File: config.mk
export PLATFORM = sky130hd
export DESIGN_NAME = mul_retire
export DESIGN_NICKNAME = d
export VERILOG_FILES = /design/src/rtl/mul_pkg.sv /design/src/rtl/mul_retire_fifo.sv /design/src/rtl/mul_retire.sv
export SDC_FILE = /design/constraint.sdc
export NUM_CORES = 1
export LEC_CHECK = 0
export ABC_AREA = 1
export CORE_MARGIN = 10
export CORE_UTILIZATION = 50
export CTS_BUF_LIST = sky130_fd_sc_hd__clkbuf_8
export CTS_CLUSTER_DIAMETER = 80
export DETAILED_ROUTE_END_ITERATION = 8
export DONT_BUFFER_PORTS = 1
export PLACE_DENSITY = 0.72
export SYNTH_ARGS = -nofsm -noshare
export SYNTH_HDL_FRONTEND = slang
export SYNTH_SLANG_ARGS = --single-unit
File: constraint.sdc
create_clock -name clk -period 6.74 [get_ports clk]
set_clock_uncertainty 0.1 [all_clocks]
set_input_delay 1.348 -clock clk [delete_from_list [all_inputs] [get_ports clk]]
set_output_delay 1.348 -clock clk [all_outputs]
set_load 0.01 [all_outputs]
File: src/rtl/mul_pkg.sv
// Shared definitions for the FP multiplier retire stage: status bit positions,
// default field widths, the buffered entry layout and the canonical quiet NaN.
package mul_pkg;

    localparam int ST_NV = 4;
    localparam int ST_DZ = 3;
    localparam int ST_OF = 2;
    localparam int ST_UF = 1;
    localparam int ST_NX = 0;

    localparam int MUL_EXPO_W = 8;
    localparam int MUL_MANT_W = 23;
    localparam int MUL_ID_W   = 4;
    localparam int MUL_RES_W  = MUL_EXPO_W + MUL_MANT_W + 1;

    typedef struct packed {
        logic [MUL_RES_W-1:0] res;
        logic [4:0]           status;
        logic [MUL_ID_W-1:0]  id;
    } mul_entry_t;

    // Canonical quiet NaN right-aligned in 64 bits: sign 0, expo all-ones, mant MSB set.
    function automatic logic [63:0] canon_qnan(input int expo_w, input int mant_w);
        logic [63:0] q;
        for (int i = 0; i < 64; i++) begin
            if ((i >= mant_w) && (i < mant_w + expo_w)) begin
                q[i] = 1'b1;
            end else if (i == mant_w - 1) begin
                q[i] = 1'b1;
            end else begin
                q[i] = 1'b0;
            end
        end
        return q;
    endfunction

endpackage

File: src/rtl/mul_retire_fifo.sv
// Generic DEPTH x W synchronous FIFO with wrap-bit pointers; head data is read
// combinationally and forced to zero while empty.
module mul_retire_fifo #(
    parameter int DEPTH = 2,
    parameter int W     = 8
) (
    input  logic         clk,
    input  logic         rst_n,
    input  logic         push_valid,
    output logic         push_ready,
    input  logic [W-1:0] push_data,
    output logic         pop_valid,
    input  logic         pop_ready,
    output logic [W-1:0] pop_data
);

    localparam int AW = $clog2(DEPTH);

    logic [AW:0]  wr_ptr_r;
    logic [AW:0]  rd_ptr_r;
    logic [W-1:0] mem_r [DEPTH];
    logic         empty_s;
    logic         full_s;
    logic         push_s;
    logic         pop_s;

    assign empty_s    = (wr_ptr_r == rd_ptr_r);
    assign full_s     = (wr_ptr_r[AW-1:0] == rd_ptr_r[AW-1:0]) && (wr_ptr_r[AW] != rd_ptr_r[AW]);
    assign push_ready = !full_s;
    assign pop_valid  = !empty_s;
    assign push_s     = push_valid && !full_s;
    assign pop_s      = pop_ready && !empty_s;

    // Pointer update; full/empty depend only on these registers.
    always_ff @(posedge clk or negedge rst_n) begin
        if (!rst_n) begin
            wr_ptr_r <= {(AW+1){1'b0}};
            rd_ptr_r <= {(AW+1){1'b0}};
        end else begin
            if (push_s) begin
                wr_ptr_r <= wr_ptr_r + (AW+1)'(1);
            end
            if (pop_s) begin
                rd_ptr_r <= rd_ptr_r + (AW+1)'(1);
            end
        end
    end

    // Entry storage; intentionally not reset.
    always_ff @(posedge clk) begin
        if (push_s) begin
            mem_r[wr_ptr_r[AW-1:0]] <= push_data;
        end
    end

    // Head read, gated so nothing stale leaks out while empty.
    always_comb begin
        pop_data = {W{1'b0}};
        if (!empty_s) begin
            pop_data = mem_r[rd_ptr_r[AW-1:0]];
        end else begin
            pop_data = {W{1'b0}};
        end
    end

endmodule

File: src/rtl/mul_retire.sv
// Retire stage for the FP multiplier: result FIFO, sticky fflags and retire counter.
// Define MUL_RETIRE_CANON_NAN_EN to store every pushed NaN as the canonical quiet NaN.
module mul_retire
    import mul_pkg::*;
#(
    parameter int EXPO_W = MUL_EXPO_W,
    parameter int MANT_W = MUL_MANT_W,
    parameter int DEPTH  = 2,
    parameter int ID_W   = MUL_ID_W,
    parameter int CNT_W  = 16
) (
    input  logic                     clk,
    input  logic                     rst_n,
    input  logic                     in_valid,
    output logic                     in_ready,
    input  logic [EXPO_W+MANT_W:0]   in_res,
    input  logic [4:0]               in_status,
    input  logic [ID_W-1:0]          in_id,
    output logic                     out_valid,
    input  logic                     out_ready,
    output logic [EXPO_W+MANT_W:0]   out_res,
    output logic [4:0]               out_status,
    output logic [ID_W-1:0]          out_id,
    input  logic                     flags_clr,
    output logic [4:0]               fflags,
    output logic [CNT_W-1:0]         retired_cnt
);

    localparam int RES_W = EXPO_W + MANT_W + 1;
    localparam int ENT_W = RES_W + 5 + ID_W;

    logic [RES_W-1:0] store_res_s;
    logic [ENT_W-1:0] head_s;
    logic             push_s;
    logic             pop_s;
    logic [4:0]       fflags_nxt_s;
    logic [4:0]       fflags_r;
    logic [CNT_W-1:0] cnt_r;

`ifdef MUL_RETIRE_CANON_NAN_EN
    localparam logic [RES_W-1:0] QNAN = RES_W'(canon_qnan(EXPO_W, MANT_W));

    logic is_nan_s;

    // NaN canonicalisation at accept time; status is passed through untouched.
    always_comb begin
        is_nan_s = (&in_res[RES_W-2:MANT_W]) && (|in_res[MANT_W-1:0]);
        if (is_nan_s) begin
            store_res_s = QNAN;
        end else begin
            store_res_s = in_res;
        end
    end
`else
    assign store_res_s = in_res;
`endif

    mul_retire_fifo #(
        .DEPTH (DEPTH),
        .W     (ENT_W)
    ) u_fifo (
        .clk        (clk),
        .rst_n      (rst_n),
        .push_valid (in_valid),
        .push_ready (in_ready),
        .push_data  ({store_res_s, in_status, in_id}),
        .pop_valid  (out_valid),
        .pop_ready  (out_ready),
        .pop_data   (head_s)
    );

    assign push_s      = in_valid && in_ready;
    assign pop_s       = out_valid && out_ready;
    assign out_res     = head_s[ENT_W-1 -: RES_W];
    assign out_status  = head_s[ID_W+4 -: 5];
    assign out_id      = head_s[ID_W-1:0];
    assign fflags      = fflags_r;
    assign retired_cnt = cnt_r;

    // Sticky flags: clear first, then OR in the accepted status so a same-cycle push survives.
    always_comb begin
        fflags_nxt_s = fflags_r;
        if (flags_clr) begin
            fflags_nxt_s = 5'd0;
        end else begin
            fflags_nxt_s = fflags_r;
        end
        if (push_s) begin
            fflags_nxt_s = fflags_nxt_s | in_status;
        end else begin
            fflags_nxt_s = fflags_nxt_s;
        end
    end

    // Flag and retire-counter registers; the counter wraps naturally.
    always_ff @(posedge clk or negedge rst_n) begin
        if (!rst_n) begin
            fflags_r <= 5'd0;
            cnt_r    <= {CNT_W{1'b0}};
        end else begin
            fflags_r <= fflags_nxt_s;
            if (pop_s) begin
                cnt_r <= cnt_r + CNT_W'(1);
            end
        end
    end

endmodule

==> flow_summary.toml <==
[route]
wl_per_cell_microns = 18.2
drt_iter0_drc = 221
drt_first_pass_iters = 4
vias_per_cell = 5.40
ant_nets = 0
drc_errors = 0
routed_wirelength_microns = 9400
vias = 2790

[finish]
diodes = 0
finalNonFillerCells = 517
layout.nets = 451
drive_above_1_share_pct = 8.07
area_delta_synth_final_pct = 7.08
seqCellArea_sq_um = 3090
nFillCells = 757
multi_input_area_sq_um = 1170

[pwr]
power-per-cell-area_nw_per_um2 = 448
ir_worst_vdd_mv = 0.229
p_leak_nw = 1.82

[critical_path]
end_kind = "output port"
cp_common_cell = "nand2_4"
required_ps = 5290
start_kind = "flop"
critical_path_class = "reg2out"
crit_path_cell_trace = "buf_4, inv_4, nand2_2, nand2_4, nand2_4, inv_2, a21oi_1"
crit_fanout = 44
cpMaxStageDelayCell = "inv_2"
max_stage_delay_ps = 550
cp.arrival_ps = 2500

[clock_network]
cts_buffer_depth = 2
cts_tree = "done"
numCtsBuffers = 9
cts_htree_levels = 3
clkTransAtPathRegs_ps = 90
insertion_delay_ps = 350
cts_sinks = 107
hold_buffers = 0
postCtsSetupBuffers = 0
cts_resized = 0
cts-root-buf = "clkbuf_8"

[global_routing]
antenna_found_initial = 0
gr-total-overflow = 0
grt_usage_pct = 14.7
grt_first_pass_wirelength_microns = 15000
grt_max_degree = 45
grt_pass1_vias = 2756

[synthesis]
synth_top_family_by_area = "simple AND/OR/NAND/NOR gates"
synth_area_sq_um = 4420
yosys.cell_types.count = 25
synthAdderAreaFrac_pct = 0.283
yosys.area_share.xor_xnor_pct = 1.39
synth_cells = 406
syn_avg_cell_area_sq_um = 10.9
ys_seq_elements = 107
synthMuxAreaShare_pct = 0
yosysSeqAreaShare_pct = 69.9
synth_compound_area_share_pct = 6.09
syn_nets = 453
yosysWarnings = 0
yosys.area_share.simple_pct = 18.5

[sta]
period_needed_ps = 3950
finalSetupTns_ps = 0
final.period_utilization_pct = 58.5
rsz0062_at_grt = "false"
final_max_slew_viol_count = 0
tightest_slew_ps = 736
setup_viol = 0
fmax_ghz = 0.253
max_slew_margin_pct = 50.8
hold_violations = 0

[hold_path]
worstHoldPathType = "reg2reg"

[floorplanning]
boundaryPins = 110
rows = 34
die_y_microns = 114
die_area_sq_um = 13000
coreArea_sq_um = 8680
die_w_microns = 114
initial_core_util_pct = 50.9

[place]
hpwl_microns = 6480
place_congestion = 0.794
io_buffers = 0
dp.cells = 501

[run_status]
status = "completed"

[flow_run]
max-cap-violations = 0
==> cell usage after synthesis (all sizes together) <==
master | instances | area share [%]
nand2 | 162 | 14
edfxtp | 82 | 56
a21oi | 42 | 4.8
dfrtp | 25 | 14
inv | 24 | 2.1
nor2 | 19 | 1.9
nand3 | 11 | 1.5
o21ai | 11 | 1.2
buf | 8 | 1.2
clkbuf | 8 | 0.68
xnor2 | 7 | 1.4
nand4 | 5 | 0.71
ha | 1 | 0.28
nor3 | 1 | 0.11
==> where the power goes <==
part           switching (mW)  internal (mW)  leakage [nW]
clock                   0.212          0.213         0.117
combinational           0.557          0.152         0.616
sequential             0.0815          0.902          1.09
==> path summary, 6_finish.rpt <==
check | start | end | slack [ps] | depth (start not counted)
min in group asynchronous | rst_n | fflags[2] | 570 | 0
max in group asynchronous | rst_n | u_fifo.rd_ptr_r[1] | 5880 | 0
max reg2reg | u_fifo.rd_ptr_r[0] | u_fifo.mem_r[1][4] | 3840 | 8
min | u_fifo.wr_ptr_r[1] | u_fifo.wr_ptr_r[1] | 450 | 2
min reg2reg | u_fifo.wr_ptr_r[1] | u_fifo.wr_ptr_r[1] | 450 | 2
max | u_fifo.rd_ptr_r[0] | out_res[31] | 2790 | 7
==> worst max-delay path: cells and delay by family (launching register included) <==
kind | cells | cell delay (ps)
AND/OR/NAND/NOR | 3 | 310
AO/OA/AOI/OAI | 1 | 240
flip-flops | 1 | 360
buffers and inverters | 3 | 1240
==> layer usage <==
layer | track usage, % | vias up | share of wire [%]
met3 | 5.98 | 8 | 10
met4 | 4.68 | 0 | 0.83
met5 | 0 | - | 0
met1 | 17.5 | 1348 | 41
li1 | - | 1348 | -
met2 | 23.7 | 86 | 48
==> state kept, by name (all words and copies together), names as in the netlist <==
name	flops
u_fifo.rd_ptr_r	2
fflags	5
u_fifo.mem_r	82
retired_cnt	16
u_fifo.wr_ptr_r	2
==> cell families after synthesis <==
group | Yosys count
AO/OA/AOI/OAI | 53
XOR/XNOR | 7
adder cells (fa/ha/maj) | 1
buffers and inverters | 40
flip-flops | 107
AND/OR/NAND/NOR | 198
==> through the flow <==
step / hold WS [ps] / util (%) / power (mW) / area (sq um) / setup WS (ps)
floorplan: 369 / - / 1.56 / 4420 / 3000
global placement: 392 / 52.0 / 1.71 / 4510 / 3090
detailed placement: 416 / 52.0 / 1.73 / 4510 / 3090
CTS: 439 / 54.5 / 2.16 / 4730 / 2680
global route: 496 / 54.5 / 2.28 / 4730 / 2490
finish: 446 / 54.5 / 2.12 / 4730 / 2790
==> final cells by class <==
type | count | area share (%)
Clock buffer | 9 | 2.62
Clock inverter | 7 | 2.06
Inverter | 24 | 1.96
Multi-Input combinational cell | 259 | 24.8
Sequential cell | 107 | 65.2
Tap cell | 108 | 2.85
Timing Repair Buffer | 3 | 0.476
==> cell usage in the layout, fill, tap and decap left out, types with 3 or more instances in the layout <==
cell type  instances
a21oi_1           41
dfrtp_1           25
o21ai_0            6
nor2_1            14
nand2_1          157
nand3_1            9
xnor2_1            7
inv_1             23
clkbuf_8           9
nor2_4             3
nand2_2            3
nand4_1            5
o21ai_1            5
buf_4              3
edfxtp_1          82
(Power assumes the default switching activity.)
